===== src/rtl/paint_sequencer_if.sv =====
// Descriptor push bus into the paint sequencer FIFO.
// The source drives valid and fields; the sequencer returns ready.
interface paint_sequencer_if #(
  parameter int CW = 12
);
  logic          desc_valid;
  logic          desc_ready;
  logic [CW-1:0] desc_sprite_x;
  logic [CW-1:0] desc_sprite_y;
  logic [CW-1:0] desc_frame_x;
  logic [CW-1:0] desc_frame_y;
  logic [CW-1:0] desc_width;
  logic [CW-1:0] desc_height;
  logic          desc_last;

  modport master (
    output desc_valid,
    output desc_sprite_x,
    output desc_sprite_y,
    output desc_frame_x,
    output desc_frame_y,
    output desc_width,
    output desc_height,
    output desc_last,
    input  desc_ready
  );

  modport slave (
    input  desc_valid,
    input  desc_sprite_x,
    input  desc_sprite_y,
    input  desc_frame_x,
    input  desc_frame_y,
    input  desc_width,
    input  desc_height,
    input  desc_last,
    output desc_ready
  );
endinterface


===== src/rtl/paint_sequencer.sv =====
// Element painter front end: descriptor FIFO, optional frame clear
// sweep, and one-at-a-time hand-off of descriptors to the painter.
module paint_sequencer #(
  parameter int COOR_WIDTH   = 12,
  parameter int FIFO_DEPTH   = 16,
  parameter int FRAME_WIDTH  = 1280,
  parameter int FRAME_HEIGHT = 300,
  parameter bit CLEAR_EN     = 1'b1
) (
  input  logic                  clk_33m,
  input  logic                  rst,
  input  logic                  frame_start,
  paint_sequencer_if.slave      desc,
  output logic                  paint_start,
  output logic [COOR_WIDTH-1:0] paint_sprite_x,
  output logic [COOR_WIDTH-1:0] paint_sprite_y,
  output logic [COOR_WIDTH-1:0] paint_frame_x,
  output logic [COOR_WIDTH-1:0] paint_frame_y,
  output logic [COOR_WIDTH-1:0] paint_width,
  output logic [COOR_WIDTH-1:0] paint_height,
  input  logic                  paint_finished,
  output logic                  clr_active,
  output logic [COOR_WIDTH-1:0] clr_x,
  output logic [COOR_WIDTH-1:0] clr_y,
  output logic                  busy,
  output logic                  frame_done
);

  localparam int AW = $clog2(FIFO_DEPTH);
  localparam logic [AW:0] DEPTH_C = (AW+1)'(FIFO_DEPTH);
  localparam logic [AW:0] CNT_ONE = (AW+1)'(1);
  localparam logic [AW-1:0] PTR_ONE = AW'(1);
  localparam logic [COOR_WIDTH-1:0] C_ONE = COOR_WIDTH'(1);
  localparam logic [COOR_WIDTH-1:0] X_LAST = COOR_WIDTH'(FRAME_WIDTH-1);
  localparam logic [COOR_WIDTH-1:0] Y_LAST = COOR_WIDTH'(FRAME_HEIGHT-1);

  typedef struct packed {
    logic [COOR_WIDTH-1:0] sx;
    logic [COOR_WIDTH-1:0] sy;
    logic [COOR_WIDTH-1:0] fx;
    logic [COOR_WIDTH-1:0] fy;
    logic [COOR_WIDTH-1:0] w;
    logic [COOR_WIDTH-1:0] h;
    logic                  last;
  } desc_t;

  typedef enum logic [2:0] {
    IDLE, CLEAR, FETCH, START, SETTLE, PAINT, DONE
  } state_t;

  state_t        state;
  desc_t         mem [FIFO_DEPTH];
  desc_t         wr_d;
  desc_t         rd_d;
  logic [AW-1:0] wr_ptr;
  logic [AW-1:0] rd_ptr;
  logic [AW:0]   count;
  logic          full;
  logic          empty;
  logic          push;
  logic          pop;
  logic          cur_last;

  assign full  = (count == DEPTH_C);
  assign empty = (count == '0);
  assign desc.desc_ready = !full;
  assign push  = desc.desc_valid && !full;
  assign pop   = (state == FETCH) && !empty;
  assign rd_d  = mem[rd_ptr];

  assign wr_d = '{
    sx:   desc.desc_sprite_x,
    sy:   desc.desc_sprite_y,
    fx:   desc.desc_frame_x,
    fy:   desc.desc_frame_y,
    w:    desc.desc_width,
    h:    desc.desc_height,
    last: desc.desc_last
  };

  // Storage has no reset; flushing is done by the pointers.
  always_ff @(posedge clk_33m) begin
    if (push) mem[wr_ptr] <= wr_d;
  end

  always_ff @(posedge clk_33m) begin
    if (rst) begin
      wr_ptr <= '0;
      rd_ptr <= '0;
      count  <= '0;
    end else begin
      if (push) wr_ptr <= wr_ptr + PTR_ONE;
      if (pop)  rd_ptr <= rd_ptr + PTR_ONE;
      if (push && !pop)      count <= count + CNT_ONE;
      else if (pop && !push) count <= count - CNT_ONE;
    end
  end

  always_ff @(posedge clk_33m) begin
    if (rst) begin
      state          <= IDLE;
      paint_start    <= 1'b1;
      paint_sprite_x <= '0;
      paint_sprite_y <= '0;
      paint_frame_x  <= '0;
      paint_frame_y  <= '0;
      paint_width    <= '0;
      paint_height   <= '0;
      cur_last       <= 1'b0;
      clr_active     <= 1'b0;
      clr_x          <= '0;
      clr_y          <= '0;
      busy           <= 1'b0;
      frame_done     <= 1'b0;
    end else begin
      frame_done <= 1'b0;
      unique case (state)
        IDLE: begin
          if (frame_start) begin
            busy <= 1'b1;
            if (CLEAR_EN) begin
              state      <= CLEAR;
              clr_active <= 1'b1;
            end else begin
              state <= FETCH;
            end
          end
        end
        CLEAR: begin
          if (clr_x == X_LAST) begin
            clr_x <= '0;
            if (clr_y == Y_LAST) begin
              clr_y      <= '0;
              clr_active <= 1'b0;
              state      <= FETCH;
            end else begin
              clr_y <= clr_y + C_ONE;
            end
          end else begin
            clr_x <= clr_x + C_ONE;
          end
        end
        FETCH: begin
          if (!empty) begin
            paint_sprite_x <= rd_d.sx;
            paint_sprite_y <= rd_d.sy;
            paint_frame_x  <= rd_d.fx;
            paint_frame_y  <= rd_d.fy;
            paint_width    <= rd_d.w;
            paint_height   <= rd_d.h;
            cur_last       <= rd_d.last;
            // Empty elements never reach the painter.
            if (rd_d.w == '0 || rd_d.h == '0) begin
              if (rd_d.last) begin
                state      <= DONE;
                frame_done <= 1'b1;
              end
            end else begin
              state <= START;
            end
          end
        end
        START: begin
          state       <= SETTLE;
          paint_start <= 1'b0;
        end
        SETTLE: begin
          state <= PAINT;
        end
        PAINT: begin
          if (paint_finished) begin
            paint_start <= 1'b1;
            if (cur_last) begin
              state      <= DONE;
              frame_done <= 1'b1;
            end else begin
              state <= FETCH;
            end
          end
        end
        DONE: begin
          state <= IDLE;
          busy  <= 1'b0;
        end
        default: state <= IDLE;
      endcase
    end
  end

endmodule


===== src/flat_wrapper.sv =====
// flat-port wrapper written by rule: the top's interface ports become plain ports
module paint_sequencer_flat 
#(
  parameter int COOR_WIDTH   = 12,
  parameter int FIFO_DEPTH   = 16,
  parameter int FRAME_WIDTH  = 1280,
  parameter int FRAME_HEIGHT = 300,
  parameter bit CLEAR_EN     = 1'b1
)
  (clk_33m, rst, frame_start, paint_start, paint_sprite_x, paint_sprite_y, paint_frame_x, paint_frame_y, paint_width, paint_height, paint_finished, clr_active, clr_x, clr_y, busy, frame_done, desc_desc_valid, desc_desc_sprite_x, desc_desc_sprite_y, desc_desc_frame_x, desc_desc_frame_y, desc_desc_width, desc_desc_height, desc_desc_last, desc_desc_ready);
  paint_sequencer_if #(.CW((12))) desc_i ();
  input  logic clk_33m;
  input  logic rst;
  input  logic frame_start;
  output logic paint_start;
  output logic [COOR_WIDTH-1:0] paint_sprite_x;
  output logic [COOR_WIDTH-1:0] paint_sprite_y;
  output logic [COOR_WIDTH-1:0] paint_frame_x;
  output logic [COOR_WIDTH-1:0] paint_frame_y;
  output logic [COOR_WIDTH-1:0] paint_width;
  output logic [COOR_WIDTH-1:0] paint_height;
  input  logic paint_finished;
  output logic clr_active;
  output logic [COOR_WIDTH-1:0] clr_x;
  output logic [COOR_WIDTH-1:0] clr_y;
  output logic busy;
  output logic frame_done;
  input wire logic [$bits(desc_i.desc_valid)-1:0] desc_desc_valid;
  input wire logic [$bits(desc_i.desc_sprite_x)-1:0] desc_desc_sprite_x;
  input wire logic [$bits(desc_i.desc_sprite_y)-1:0] desc_desc_sprite_y;
  input wire logic [$bits(desc_i.desc_frame_x)-1:0] desc_desc_frame_x;
  input wire logic [$bits(desc_i.desc_frame_y)-1:0] desc_desc_frame_y;
  input wire logic [$bits(desc_i.desc_width)-1:0] desc_desc_width;
  input wire logic [$bits(desc_i.desc_height)-1:0] desc_desc_height;
  input wire logic [$bits(desc_i.desc_last)-1:0] desc_desc_last;
  output wire logic [$bits(desc_i.desc_ready)-1:0] desc_desc_ready;
  assign desc_i.desc_valid = desc_desc_valid;
  assign desc_i.desc_sprite_x = desc_desc_sprite_x;
  assign desc_i.desc_sprite_y = desc_desc_sprite_y;
  assign desc_i.desc_frame_x = desc_desc_frame_x;
  assign desc_i.desc_frame_y = desc_desc_frame_y;
  assign desc_i.desc_width = desc_desc_width;
  assign desc_i.desc_height = desc_desc_height;
  assign desc_i.desc_last = desc_desc_last;
  assign desc_desc_ready = desc_i.desc_ready;
  paint_sequencer #(.COOR_WIDTH(COOR_WIDTH), .FIFO_DEPTH(FIFO_DEPTH), .FRAME_WIDTH(FRAME_WIDTH), .FRAME_HEIGHT(FRAME_HEIGHT), .CLEAR_EN(CLEAR_EN)) u_core (.clk_33m(clk_33m), .rst(rst), .frame_start(frame_start), .desc(desc_i), .paint_start(paint_start), .paint_sprite_x(paint_sprite_x), .paint_sprite_y(paint_sprite_y), .paint_frame_x(paint_frame_x), .paint_frame_y(paint_frame_y), .paint_width(paint_width), .paint_height(paint_height), .paint_finished(paint_finished), .clr_active(clr_active), .clr_x(clr_x), .clr_y(clr_y), .busy(busy), .frame_done(frame_done));
endmodule

===== config.mk =====
export PLATFORM = sky130hd
export DESIGN_NAME = paint_sequencer_flat
export DESIGN_NICKNAME = d
export VERILOG_FILES = /design/src/rtl/paint_sequencer_if.sv /design/src/rtl/paint_sequencer.sv /design/src/flat_wrapper.sv
export SDC_FILE = /design/constraint.sdc
export NUM_CORES = 1
export LEC_CHECK = 0
export CORE_UTILIZATION = 64
export CTS_CLUSTER_DIAMETER = 120
export DETAILED_ROUTE_END_ITERATION = 10
export PLACE_DENSITY_LB_ADDON = 0.3
export SETUP_SLACK_MARGIN = 0.02
export SYNTH_ARGS = -nofsm -noshare
export SYNTH_HDL_FRONTEND = slang
export SYNTH_SLANG_ARGS = --single-unit
export TNS_END_PERCENT = 100

===== constraint.sdc =====
create_clock -name clk_33m -period 14.82 [get_ports clk_33m]
set_clock_uncertainty 0.05 [all_clocks]
set_input_delay 1.482 -clock clk_33m [delete_from_list [all_inputs] [get_ports clk_33m]]
set_output_delay 1.482 -clock clk_33m [all_outputs]
set_load 0.005 [all_outputs]

Word-level counts from Yosys, hierarchy flattened. Memory sizes are Yosys's and may differ from the RTL's. A register that Yosys moved wholly into a read port is not among the register bits. Cells that the tools add are included.

Add/sub/neg operators: 6. $mul: 0. Divide/modulo/power cells: 0. Order comparisons: 0. Eq/ne operators: 15. Shift operators: 0. Multiplexer cells: 30. Bitwise logic cells: 1. Reduce and logical (&&, ||, !) cells: 23.

Operators with widths (number): $add A12 B1 Y12 const B (2); $logic_not A12 Y1 (2); $mux W12 (2); $mux W3 (8); $pmux W3 S6 (1); $eq A12 B11 Y1 const B (1); $eq A12 B9 Y1 const B (1); $mux W1 (11); $mux W5 (2); $eq A3 B3 Y1 const B (3); $add A4 B1 Y4 const B (2); $mux W4 (2); $pmux W1 S2 (4); $reduce_and A2 Y1 (4); $reduce_bool A2 Y1 (4); $eq A3 B2 Y1 const B (2); $ne A2 B2 Y1 const B (3); $reduce_and A6 Y1 (1); $add A5 B1 Y5 const B (1); $eq A5 B5 Y1 const B (1); $logic_not A5 Y1 (1); $sub A5 B1 Y5 const B (1); $logic_and A1 B1 Y1 (4); $logic_not A1 Y1 (4); other kinds (7) (8).

Register bits after elaboration: 117. Latch bits: 0. Bits in writable memories: 1168. Bits in read-only memories: 0. Bits of input ports: 78. Logic and storage cells: 93. Memories kept: 1.

Memories: u_core.mem (words 16, width 73, read ports 1, clocked after memory_dff 1, wr ports 1, RTL line paint_sequencer.sv:52) `desc_t mem [FIFO_DEPTH];`.

Depth between registers and ports, before layout. Gate-level depths: netlist of the first run.

Word-level depth: 7. Mapped depth: 15. Gate-level depth less buffers: 14.

Worst setup path before layout of the first run. Ideal clock, no wire load.

Kind: in2reg. From: input port desc_desc_valid. To: memory u_core.mem[3][0] (netlist bit), enable pin. Library setup time: 0.594 ns. Arrival: 6.989 ns. Setup slack: 7.187 ns. Cell stages on the path: 4. Path buffers: 1. Path through: and2_1 -> clkbuf_1 -> nand2_1 -> nor3_1.

Word-level cells in the longest chain between the ends: 3.

RTL lines: from (decl) (RTL line flat_wrapper.sv:28) `input wire logic [$bits(desc_i.desc_valid)-1:0] desc_desc_valid;`; $logic_and A1 B1 Y1 (RTL line paint_sequencer.sv:67) `assign push = desc.desc_valid && !full;`; named net u_core.push (RTL line paint_sequencer.sv:60) `logic push;`; $mux W1 (RTL line paint_sequencer.sv:83) `if (push) mem[wr_ptr] <= wr_d;`; $mux W1 (not written as such) (RTL line paint_sequencer.sv:83); to (decl) (RTL line paint_sequencer.sv:52).

The timed path passes the listed nets, and every way through them passes these cells.

==> results.json, run 1 <==
{
  "ir_worst_vdd_uv": 124.7,
  "rsz0062_at_grt": "false",
  "yosys.area_share.adder_pct": 0.3241,
  "io_buffers": 178,
  "numCtsBuffers": 120,
  "row_count": 100,
  "syn_nets": 2422,
  "fmax_mhz": 184.5,
  "final-max-slew-violation-count": 0,
  "p_leak_nw": 17.09,
  "grt_pass1_wl_mm": 173.2,
  "path_clk_slew_ns": 0.07,
  "maxSlewHeadroom_pct": 8.459,
  "synth_compound_area_share_pct": 2.313,
  "dr.pass1.iters": 7,
  "async_flop_share_pct": 0,
  "die_area_mm2": 0.07710,
  "synth_mux_area_share_pct": 15.72,
  "ys_seq_elements": 1289,
  "place_area_mm2": 0.05159,
  "io-pin-count": 179,
  "synth_top_family_by_area": "multiplexers",
  "h-tree-depth": 3,
  "synth_edf_count": 1168,
  "dpl_worst_slack_ns": 9.368,
  "crit_path_end_kind": "flop",
  "routedWlPerCell_um": 32.73,
  "drtIter0Drc": 3040,
  "grt_max_degree": 123,
  "routed_via_density": 6.931,
  "power.density_mw_per_mm2": 150.7,
  "initial_core_util_pct": 65.00,
  "drive_gt1_share_pct": 21.58,
  "worst_path_largest_cell_delay_ns": 0.92,
  "synth_xor_xnor_area_share_pct": 0.4322,
  "die_x_um": 277.7,
  "cts_tree": "done",
  "globalRoute.totalOverflow": 0,
  "stdcell_area_mm2": 0.05567,
  "cp-start-kind": "flop",
  "worst_pin_slew_ns": 1.370,
  "areaGrowthSynthToFinish_pct": 14.47,
  "place_inst": 3405,
  "yosysTopAreaCell": "edfxtp_1",
  "die_h_um": 277.7,
  "ys.flop_type": "edfxtp_1",
  "dp.final_hpwl_mm": 56.78,
  "clock_path_buffers": 3,
  "vias": 25230,
  "path_class": "reg2reg",
  "routed_wl_mm": 119.1,
  "arrival_ns": 5.97,
  "ys_warn_count": 0,
  "crit_chain": "buf_12 -> buf_4 -> mux4_2 -> a22oi_1 -> nand2_1 -> nor4_1 -> a21oi_1 -> or3_1 -> a2111oi_2",
  "syn_area_per_cell_um2": 20.86,
  "synthCells": 2332,
  "root_buffer": "clkbuf_16",
  "cp_max_fo": 122,
  "worstPathRequired_ns": 15.36,
  "final_util_pct": 74.41,
  "yosysTopAreaCellShare_pct": 72.11,
  "place_congestion": 0.8191,
  "ys_seq_area_share_pct": 77.09,
  "antenna_found_initial": 10,
  "syn_area_mm2": 0.04864,
  "layout.cells.non_filler": 3640,
  "hp-class": "reg2reg",
  "num-nets-final": 2648,
  "yosys.area_share.simple_pct": 2.917,
  "cts_resized": 0,
  "drc": 0,
  "status": "completed",
  "clock-sinks": 1289,
  "yosysUniqueCellTypes": 49,
  "core_mm2": 0.07482,
  "fin_crit_sh_pct": 36.57,
  "ant_nets": 0,
  "fin_setup_tns_ns": 0,
  "grt_use_total_pct": 31.35,
  "slowest_stage": "dfxtp_4",
  "finalHoldViolCount": 0,
  "setup_ws_ns": 9.400,
  "synthTopCellsByArea": "edfxtp_1, mux4_2, dfxtp_1",
  "worst_skew_pair.late_latency_ns": 0.70,
  "fill_cells": 3965,
  "fin_crit_ns": 5.420,
  "first_global_vias": 25980,
  "cts_setup_buffers": 0,
  "setup_viol": 0,
  "hold_buffers": 0,
  "maxCapViolations": 0
}
[metrics by stage]
step / hold slack, ns / power, mW
3_5_place_dp: 0.3986 / 5.291
6_report: 0.4075 / 8.388
4_1_cts: 0.4082 / 8.416
3_3_place_gp: 0.3950 / 5.251
2_1_floorplan: 0.3945 / 4.957
5_1_grt: 0.4243 / 8.619
[critical path, delay by kind of cell, from the launching register on]
kind	cells	cell delay [ns]
mux	1	0.60
compound gates	3	0.83
simple gates	3	1.04
buf+inv	2	1.66
flops	1	0.92
[layout make-up]
| cell class | instances | area, µm² | area share, % |
|---|---|---|---|
| diodes | 6 | 15.01 | 0.02697 |
| repair buffers | 226 | 2152 | 3.866 |
| well taps | 969 | 1212 | 2.178 |
| flip-flops and latches | 1289 | 37510 | 67.37 |
| inverters | 12 | 48.80 | 0.08765 |
| multi-input cells | 909 | 10670 | 19.17 |
| clock inverters | 63 | 737.0 | 1.324 |
| clock buffers | 166 | 3326 | 5.974 |
[routing by layer]
metal	GRT usage [%]	share of wire (%)	routed length (µm)	vias to the layer above
li1	-	-	-	10060
met1	42.13	36	42860	13160
met2	52.18	51	60920	1765
met3	5.626	9.9	11800	235
met4	11.70	2.9	3500	6
met5	0	0.029	34	-
[cells in the final DEF, fill, tap and decap left out, drive strengths merged, types with 2 or more instances in the layout]
cell | netlist | routed
edfxtp | 1168 | 1168
mux4 | 320 | 320
nand2 | 179 | 179
clkdlybuf4s50 | 0 | 177
clkbuf | 72 | 166
dfxtp | 121 | 121
a21oi | 95 | 95
nor2 | 68 | 68
buf | 50 | 49
mux2i | 44 | 44
clkinv | 1 | 42
a22oi | 31 | 31
nor3 | 20 | 20
a221oi | 19 | 19
xor2 | 18 | 18
inv | 11 | 17
o21ai | 15 | 15
bufinv | 0 | 13
nand4 | 12 | 12
ha | 11 | 11
nand2b | 10 | 10
or3 | 8 | 8
nand3 | 8 | 8
diode | 0 | 6
xnor2 | 6 | 6
and2 | 5 | 5
nor2b | 5 | 5
nor4 | 4 | 4
a221o | 4 | 4
a311oi | 3 | 3
a21o | 3 | 3
or4 | 3 | 3
clkinvlp | 0 | 3
o21bai | 2 | 2
and3 | 2 | 2
[final timing paths]
check                                              from                      end  slack, ns  depth (start not counted)
worst min register to register  u_core.paint_frame_y[4]  u_core.paint_frame_y[4]       0.41                          2
worst max-delay path                               flop          u_core.state[2]       9.40                          9
worst max register to register                     flop          u_core.state[2]       9.40                          9
worst min-delay path            u_core.paint_frame_y[4]  u_core.paint_frame_y[4]       0.41                          2
[synthesized netlist by cell type (15+ instances only)]
master and count:
mux4_2 320, a21oi_1 95, a221oi_1 19, dfxtp_1 121, xor2_1 18, clkbuf_1 72
buf_2 33, nor2_1 68, o21ai_0 15, edfxtp_1 1168, mux2i_1 44, nand2_1 179
nor3_1 20, a22oi_1 31
[state kept, by name (all words and copies together), names as in the netlist, named ones only]
name,flops
u_core.paint_height,12
u_core.paint_start,1
u_core.clr_active,1
u_core.paint_frame_x,12
u_core.mem,1168
u_core.paint_frame_y,12
u_core.clr_y,12
u_core.paint_width,12
u_core.rd_ptr,4
u_core.frame_done,1
u_core.count,5
u_core.state,3
u_core.paint_sprite_y,12
u_core.cur_last,1
u_core.wr_ptr,4
u_core.busy,1
u_core.clr_x,12
u_core.paint_sprite_x,12
[logic make-up after synthesis]
kind of cell | after synthesis
xor gates and xnor gates | 24
and+or+nand+nor | 329
buffers and inverters | 134
AOI/OAI and AO/OA | 180
muxes | 364
DFF | 1289
adders and majority gates | 12
[power by group]
part           internal (mW)  switching, mW
Combinational          0.493          0.547
Sequential              4.11         0.0890
Clock                   1.80           1.34
No activity file was read; power rests on OpenSTA's default activity.
==> run 2, diff against run 1 <==
- CORE_UTILIZATION: 64 -> 61
- clock period: 14.82 -> 5.25 ns (I/O delays scaled with it)
==> run 2 against run 1 <==
Worst hold slack worse by 0.0011 ns. Global-route usage is 2.6 points lower. Total power increased to 2.8 times the previous value. Non-clock buffer count is 10 higher. Core utilization decreased by 3.5 points. Sequential cell count unchanged. Critical path depth is 1 higher. Cell area increased by 0.60%. Clock-buffer cell count down 11. Via count down 2.0%. Largest cell class unchanged. Highest routed layer unchanged.
==> results.json, run 2 (synthesis results as in run 1) <==
{
  "ir_worst_vdd_uv": 291.2,
  "final_util_pct": 70.90,
  "cp_max_fo": 61,
  "numCtsBuffers": 120,
  "largest_reg_flops": 1168,
  "rsz0062_at_grt": "false",
  "path_class": "reg2reg",
  "die_area_mm2": 0.08087,
  "row_count": 103,
  "fin_crit_sh_pct": 81.23,
  "path_clk_slew_ns": 0.06,
  "dp.final_hpwl_mm": 56.18,
  "num-nets-final": 2658,
  "reg2reg_to": "u_core.state[2]",
  "power.total_mw": 23.64,
  "routed_wl_mm": 113.6,
  "setup_viol": 0,
  "hold_buffers": 0,
  "drc": 0,
  "place_congestion": 0.8313,
  "cts_resized": 0,
  "r2r_slack_ns": 0.99,
  "cts_tree": "done",
  "io-pin-count": 179,
  "seq_area_mm2": 0.03751,
  "ant_nets": 0,
  "core_mm2": 0.07900,
  "die_h_um": 284.4,
  "routedWlPerCell_um": 30.46,
  "grt_pass1_wl_mm": 167.8,
  "die_x_um": 284.4,
  "clock_path_buffers": 3,
  "h-tree-depth": 3,
  "dpl_worst_slack_ns": 1.015,
  "power.density_mw_per_mm2": 422.0,
  "fin_setup_tns_ns": 0,
  "met1_usage_pct": 38.10,
  "fmax_mhz": 234.5,
  "worst_skew_pair.late_latency_ns": 0.69,
  "dr.pass1.iters": 5,
  "first_global_vias": 25640,
  "root_buffer": "clkbuf_16",
  "clock-sinks": 1289,
  "drtIter0Drc": 2951,
  "crit_path_end_kind": "flop",
  "cp-start-kind": "flop",
  "crit_end": "u_core.state[2]",
  "routed_via_density": 6.627,
  "maxCapViolations": 0,
  "p_leak_nw": 17.17,
  "finalHoldViolCount": 0,
  "reg2regPathDepth": 10,
  "initial_core_util_pct": 61.57,
  "antenna_found_initial": 7,
  "hp-class": "reg2reg",
  "busiest_layer": "met2",
  "areaGrowthSynthToFinish_pct": 15.15,
  "maxSlewHeadroom_pct": 20.90,
  "status": "completed",
  "final-max-slew-violation-count": 0,
  "vias": 24730,
  "regMostFlops": "u_core.mem",
  "io_buffers": 178,
  "setup_ws_ns": 0.9854,
  "multi_input_comb_area_mm2": 0.01070,
  "met2_usage_pct": 47.79,
  "globalRoute.totalOverflow": 0,
  "met3_usage_pct": 5.361,
  "layout_commonest_cell": "edfxtp_1",
  "grt_use_total_pct": 28.72,
  "cts_setup_buffers": 0,
  "drive_gt1_share_pct": 22.02,
  "fill_cells": 4468,
  "worstPathRequired_ns": 5.78,
  "worst_pin_slew_ns": 1.186,
  "grt_max_degree": 101,
  "layout_common_cells": "edfxtp_1, mux4_2, nand2_1",
  "arrival_ns": 4.80,
  "fin_crit_ns": 4.265
}
[run 2: cell types whose count changed in the layout (fill, tap and decap cells not counted), sizes merged]
cell | before | now
clkbuf | 166 | 155
clkinv | 42 | 52
clkinvlp | 3 | 4
buf | 49 | 59
inv | 17 | 15
bufinv | 13 | 15
[run 2: where the power goes]
group	switching, mW	internal, mW
combinational	1.55	1.42
sequential	0.242	11.6
clock	3.70	5.13
[run 2: worst min path at each step]
stage	from	to	slack, ns	depth (start not counted)
6_report	u_core.paint_frame_y[10]	u_core.paint_frame_y[10]	0.41	2
3_3_place_gp	u_core.paint_sprite_x[11]	u_core.paint_sprite_x[11]	0.40	2
2_1_floorplan	u_core.cur_last	u_core.cur_last	0.39	2
4_1_cts	u_core.paint_sprite_x[3]	u_core.paint_sprite_x[3]	0.41	2
3_5_place_dp	u_core.paint_frame_y[5]	u_core.paint_frame_y[5]	0.40	2
5_1_grt	u_core.paint_sprite_x[2]	u_core.paint_sprite_x[2]	0.43	2
[run 2: worst max-delay path, cell delays in order (launching register included)]
cell and delay, ns:
dfxtp_4 0.99, buf_4 0.45, buf_4 0.51, mux4_2 0.39, nand2b_1 0.16, a21oi_1 0.23
o22ai_1 0.14, nor4_1 0.27, a21oi_1 0.16, or3_1 0.41, a2111oi_2 0.35
[run 2: through the flow]
stage,hold slack [ns],instance area [µm²],instances
2_1_floorplan,0.3945,48660,2332
3_3_place_gp,0.3952,51950,3496
3_5_place_dp,0.3990,51950,3496
4_1_cts,0.4087,55990,3725
5_1_grt,0.4283,56000,3728
6_report,0.4064,56010,3731
[run 2: final cells by class]
| type | instances | area share [%] |
|---|---|---|
| clock buffer | 155 | 5.833 |
| inverter | 12 | 0.08713 |
| tap | 1050 | 2.346 |
| timing repair buffer | 236 | 4.245 |
| antenna | 6 | 0.02681 |
| sequential | 1289 | 66.97 |
| clock inverter | 74 | 1.392 |
| multi-input combinational | 909 | 19.10 |
[run 2: per-layer routing]
| layer | vias to the layer above | wire length, µm | part of all wire (%) |
|---|---|---|---|
| li1 | 10080 | - | - |
| met1 | 12800 | 41460 | 36 |
| met2 | 1578 | 57900 | 51 |
| met3 | 260 | 10570 | 9.3 |
| met4 | 8 | 3659 | 3.2 |
| met5 | - | 50 | 0.044 |
